$ cat src/rtl/filter_out_fifo.sv
// filter_out_fifo: output stage behind the serial shift-add FIR.
// Takes each strobed FIR result, keeps one of every (i_decim+1) samples, and
// buffers the kept ones in a first-word-fall-through FIFO with a valid/ready
// output. A sample that arrives while the FIFO is full and not being read is
// dropped, and o_ovf_cnt counts it.
// Optional build macro FILTER_OUT_SAT_DETECT_EN adds the o_sat_cnt port. It
// counts kept samples that carry one of the FIR saturation codes.
module filter_out_fifo #(
    parameter int DW    = 18,
    parameter int DEPTH = 4,
    parameter int AW    = 2,
    parameter int CNTW  = 8
) (
    input  logic            i_clk,
    input  logic            i_arst_n,
    input  logic            i_sample_stb,
    input  logic [DW-1:0]   i_filter,
    input  logic [3:0]      i_decim,
    output logic [DW-1:0]   o_data,
    output logic            o_valid,
    input  logic            i_ready,
    output logic [AW:0]     o_level,
    output logic [CNTW-1:0] o_ovf_cnt,
    input  logic            i_clr_cnt
`ifdef FILTER_OUT_SAT_DETECT_EN
    ,
    output logic [CNTW-1:0] o_sat_cnt
`endif
);

    logic [DW-1:0]   mem [DEPTH];
    logic [AW-1:0]   wr_ptr;
    logic [AW-1:0]   rd_ptr;
    logic [AW:0]     level;
    logic [3:0]      dcnt;
    logic [CNTW-1:0] ovf_cnt;
    logic            accept;
    logic            full;
    logic            rd_en;
    logic            wr_en;
    logic            drop;

    assign o_valid   = (level != '0);
    assign o_data    = o_valid ? mem[rd_ptr] : '0;
    assign o_level   = level;
    assign o_ovf_cnt = ovf_cnt;

    // Write/read/drop qualification; a full FIFO still takes a sample when the head leaves in the same cycle
    always_comb begin
        accept = i_sample_stb && (dcnt == 4'd0);
        full   = (level == (AW+1)'(DEPTH));
        rd_en  = o_valid && i_ready;
        wr_en  = accept && (!full || rd_en);
        drop   = accept && full && !rd_en;
    end

    // Decimation phase: >= compare lets a lowered i_decim wrap on the next strobe
    always_ff @(posedge i_clk or negedge i_arst_n) begin
        if (!i_arst_n)
            dcnt <= '0;
        else if (i_sample_stb)
            dcnt <= (dcnt >= i_decim) ? 4'd0 : dcnt + 4'd1;
    end

    // Pointers and a registered occupancy counter; a simultaneous write and read leave level unchanged
    always_ff @(posedge i_clk or negedge i_arst_n) begin
        if (!i_arst_n) begin
            wr_ptr <= '0;
            rd_ptr <= '0;
            level  <= '0;
        end else begin
            if (wr_en)
                wr_ptr <= wr_ptr + 1'b1;
            if (rd_en)
                rd_ptr <= rd_ptr + 1'b1;
            case ({wr_en, rd_en})
                2'b10:   level <= level + 1'b1;
                2'b01:   level <= level - 1'b1;
                default: level <= level;
            endcase
        end
    end

    // Sample storage; contents need no reset because o_data is masked while empty
    always_ff @(posedge i_clk) begin
        if (wr_en)
            mem[wr_ptr] <= i_filter;
    end

    // Dropped-sample counter, saturating; clear wins over a same-cycle drop
    always_ff @(posedge i_clk or negedge i_arst_n) begin
        if (!i_arst_n)
            ovf_cnt <= '0;
        else if (i_clr_cnt)
            ovf_cnt <= '0;
        else if (drop && (ovf_cnt != '1))
            ovf_cnt <= ovf_cnt + 1'b1;
    end

`ifdef FILTER_OUT_SAT_DETECT_EN
    localparam logic [DW-1:0] SAT_MAX = {1'b0, {(DW-1){1'b1}}};
    localparam logic [DW-1:0] SAT_MIN = {1'b1, {(DW-1){1'b0}}};

    logic [CNTW-1:0] sat_cnt;
    logic            is_sat;

    assign is_sat    = accept && ((i_filter == SAT_MAX) || (i_filter == SAT_MIN));
    assign o_sat_cnt = sat_cnt;

    // Saturation-code counter over kept samples, including ones dropped on overflow
    always_ff @(posedge i_clk or negedge i_arst_n) begin
        if (!i_arst_n)
            sat_cnt <= '0;
        else if (i_clr_cnt)
            sat_cnt <= '0;
        else if (is_sat && (sat_cnt != '1))
            sat_cnt <= sat_cnt + 1'b1;
    end
`endif

endmodule
$ cat config.mk
export PLATFORM = sky130hd
export DESIGN_NAME = filter_out_fifo
export DESIGN_NICKNAME = d
export VERILOG_FILES = /design/src/rtl/filter_out_fifo.sv
export SDC_FILE = /design/constraint.sdc
export NUM_CORES = 1
export LEC_CHECK = 0
export CAP_MARGIN = 20
export CORE_UTILIZATION = 54
export DETAILED_ROUTE_END_ITERATION = 12
export GPL_TIMING_DRIVEN = 0
export PLACE_DENSITY = 0.84
export SLEW_MARGIN = 20
export SYNTH_ARGS = -nofsm -noshare
export SYNTH_HDL_FRONTEND = slang
export SYNTH_SLANG_ARGS = --single-unit
$ cat constraint.sdc
create_clock -name i_clk -period 2.9 [get_ports i_clk]
set_input_delay 0.435 -clock i_clk [delete_from_list [all_inputs] [get_ports i_clk]]
set_output_delay 0.435 -clock i_clk [all_outputs]
set_load 0.01 [all_outputs]
==> run_results.csv <==
group,metric,value,unit
worst_setup_path,arrival,2.36,ns
power_and_ir_drop,intPower,2.92,mW
sta,setup_viol,0,
synthesis,synthAdderAreaFrac,0.0397,
synthesis,synth-compound-area-share,0.0451,
synthesis,synth_cells,248,
synthesis,synth_top_family_by_area,"multiplexers",
power_and_ir_drop,p_per_area,865,nW/um^2
synthesis,yosys_warnings,0,
sta,hold_viol_final,0,
global_route,grt-ovfl-total,0,
synthesis,synth-simple-area-share,0.0981,
detailed_routing,drt-pass1-iter-count,4,
detailed_routing,routed_wl,6980,um
hold_path,min_path_type,"primary input to register",
worst_setup_path,end_kind,"primary output",
layout,final_net_count,351,
die,coreArea,6940,sq um
layout,syn2layout_area_growth,22.4,%
sta,finalSetupTns,0,ns
power_and_ir_drop,switching_share,0.304,
synthesis,yosys-mux-area-fraction,0.110,
sta,period_minus_slack,2.79,ns
power_and_ir_drop,p_switching,1.28,mW
power_and_ir_drop,clockPowerShare,0.231,
power_and_ir_drop,ir_drop,0.383,mV
global_route,antenna_found_initial,0,
synthesis,synth_xor_area_frac,0.0177,
flow_run,maxCapViolCount,0,
clock_network,cts_buffer_depth,2,
global_route,grtUsageTotal,0.197,
sta,worstMarginPinSlew,0.974,ns
synthesis,synth.area.top_cells,"edfxtp_1 (54%), dfrtp_1 (12%), mux4_2 (10%), and2_1 (3.6%), ha_1 (3.5%)",
detailed_routing,drc,0,
synthesis,synth-seq-cells,91,
synthesis,syn_area,3970,sq um
worst_setup_path,critPathKind,"register to primary output",
die,die_y,87.7,um
synthesis,seq_area_frac_synth,0.665,
synthesis,syn_avg_cell_area,16.0,sq um
detailed_routing,vias_per_cell,5.56,
worst_setup_path,critPathMaxFanout,10,
clock_network,insertion_delay,0.34,ns
placed_design,dp_hpwl,4720,um
synthesis,synth_nets,287,
sta,post-route-period-util,0.964,
synthesis,ys_types,39,
global_route,grt_pass1_wl,11100,um
layout,n_antenna_cell,0,
detailed_routing,drt_iter0_drc,144,
layout,fillers,454,
placed_design,place_congestion,0.776,
die,boundaryPins,57,
placed_design,io_buffers,54,
layout,fin_util,0.699,
detailed_routing,detail-route-antenna-nets,0,
die,rows,30,
die,dieArea,7690,sq um
clock_network,postCtsSetupBuffers,0,
worst_setup_path,cp.required,2.47,ns
power_and_ir_drop,p_comb_frac,0.369,
clock_network,numCtsBuffers,9,
detailed_routing,wire_per_inst,16.9,um
worst_setup_path,startpoint_type,"register",
synthesis,synth_top_cell_by_area,"edfxtp_1",
outcome,run_status,"complete, no violations",
detailed_routing,num_vias,2298,
global_route,grt_pass1_vias,2338,
die,floorplan.initialDensity,0.571,
power_and_ir_drop,power,4.20,mW
layout,drive_gt1_frac,0.136,
power_and_ir_drop,p_leak,1.71,nW
global_route,grt_max_degree,20,
sta,fin_skew,0.00409,ns
clock_network,path_clk_slew,0.09,ns
clock_network,cts-root-buf,"clkbuf_8",
power_and_ir_drop,seqPwrFrac,0.400,
sta,timing.fmax,358,MHz
sta,rsz0062_at_grt,"no",
clock_network,cts.sinks,91,
synthesis,synth_top_cell_area_share,0.545,
clock_network,cts.htree.levels,3,
sta,drv_slew,0,
die,die_width,87.7,um
clock_network,hold_buffers,0,
sta,slew_headroom,0.351,
clock_network,cts_tree,"done",
clock_network,cts_resized,0,
-- cell type report --
class / instances / area (sq um) / area share
Clock buffer: 10 / 138 / 0.0283
Sequential cell: 91 / 2640 / 0.543
Buffer: 10 / 42.5 / 0.00876
Tap cell: 96 / 120 / 0.0247
Timing Repair Buffer: 54 / 541 / 0.111
Multi-Input combinational cell: 132 / 1230 / 0.253
Clock inverter: 6 / 95.1 / 0.0196
Inverter: 14 / 52.6 / 0.0108
-- metal layers --
layer	routed length [um]	global-route usage	share of wire	vias to the layer above
met5	0	0	0	-
met1	2880	0.240	0.41	1128
li1	-	-	-	1076
met2	3550	0.333	0.51	82
met3	419	0.0424	0.060	12
met4	134	0.0999	0.019	0
-- cell families after synthesis --
| group | count (synthesis) |
|---|---|
| flip-flops | 91 |
| AND/OR/NAND/NOR | 65 |
| AO/OA/AOI/OAI | 26 |
| buffers and inverters | 25 |
| multiplexers | 21 |
| adder cells (fa/ha/maj) | 12 |
| XOR/XNOR | 8 |
-- worst paths after layout --
check	from	end	slack, ns	cells past startpoint
max	o_level[1]	o_data[5]	0.11	4
min	i_sample_stb	dcnt[0]	0.39	2
max reg2reg	dcnt[0]	mem[0][3]	0.27	6
min reg2reg	o_ovf_cnt[1]	o_ovf_cnt[1]	0.61	2
max in group asynchronous	i_arst_n	rd_ptr[1]	1.77	1
min in group asynchronous	i_arst_n	o_level[1]	0.59	1
-- placed cells by master, fill, tap and decap left out, types with 2 or more instances in the layout --
master           Yosys  layout
nand3_1              7       7
mux4_2              18      18
buf_2                4       4
inv_6                0       3
nor3_1               4       4
or4_1                2       2
dfrtp_1             19      19
a21oi_1              3       3
clkbuf_8             0      10
ha_1                11      11
nand2_1              6       6
clkbuf_1             6       5
xnor2_1              6       6
nor2_1               9       9
bufinv_16            0       2
nand4_1              2       2
o22ai_1              4       4
edfxtp_1            72      72
o31ai_1              2       2
xor2_1               2       2
mux2i_1              3       3
o21ai_0              6       6
and2_1              23      23
o211ai_1             5       5
clkdlybuf4s50_1      0      54
nand2b_1             2       2
and3_1               3       3
inv_1               14      14
-- stage by stage --
stage                     setup slack, ns  hold slack (ns)  area, sq um  cells
after floorplan                     0.684            0.139         3970    248
after global placement              0.273            0.563         4630    398
after detailed placement            0.192            0.578         4630    398
after CTS                          0.0762            0.378         4860    413
after global routing              0.00139            0.387         4860    413
final                               0.105            0.395         4860    413
-- power groups by stage --
stage	sequential (mW)	clock (mW)	combinational [mW]
final	1.68	0.970	1.55
after global routing	1.70	1.03	1.71
after CTS	1.68	0.984	1.57
after detailed placement	1.68	0	1.60
after global placement	1.67	0	1.55
after floorplan	1.66	0	0.975
-- cell usage after synthesis --
cell        n
nand4bb_1   1
nor4b_4     1
buf_2       4
nand2b_1    2
and2_1     23
mux2i_1     3
o211ai_1    5
and3_1      3
o2111ai_1   1
or2_2       1
inv_1      14
nand2_1     6
a221oi_1    1
edfxtp_1   72
nand3_1     7
o31ai_1     2
and4bb_2    1
dfrtp_1    19
ha_1       11
nor3_1      4
nand4_1     2
or3_2       1
o2111ai_2   1
or4_1       2
a2111oi_0   1
xnor2_1     6
o22ai_1     4
fa_1        1
a21oi_1     3
a31oi_1     1
nor2_1      9
xor2_1      2
nor3b_1     1
buf_1       1
o221ai_1    1
clkbuf_1    6
and2_0      1
o21ai_0     6
mux4_2     18
-- flip-flops by register name, indices dropped and copies added (netlist names) --
name / count
o_level: 3
rd_ptr: 2
o_ovf_cnt: 8
mem: 72
wr_ptr: 2
dcnt: 4
-- critical path, stage by stage (launching register included) --
cell and delay (ns):
dfrtp_1 0.50, or3_2 0.56, clkbuf_1 0.26, and2_1 0.21, clkdlybuf4s50_1 0.48
No activity file was read; power rests on OpenSTA's default activity.
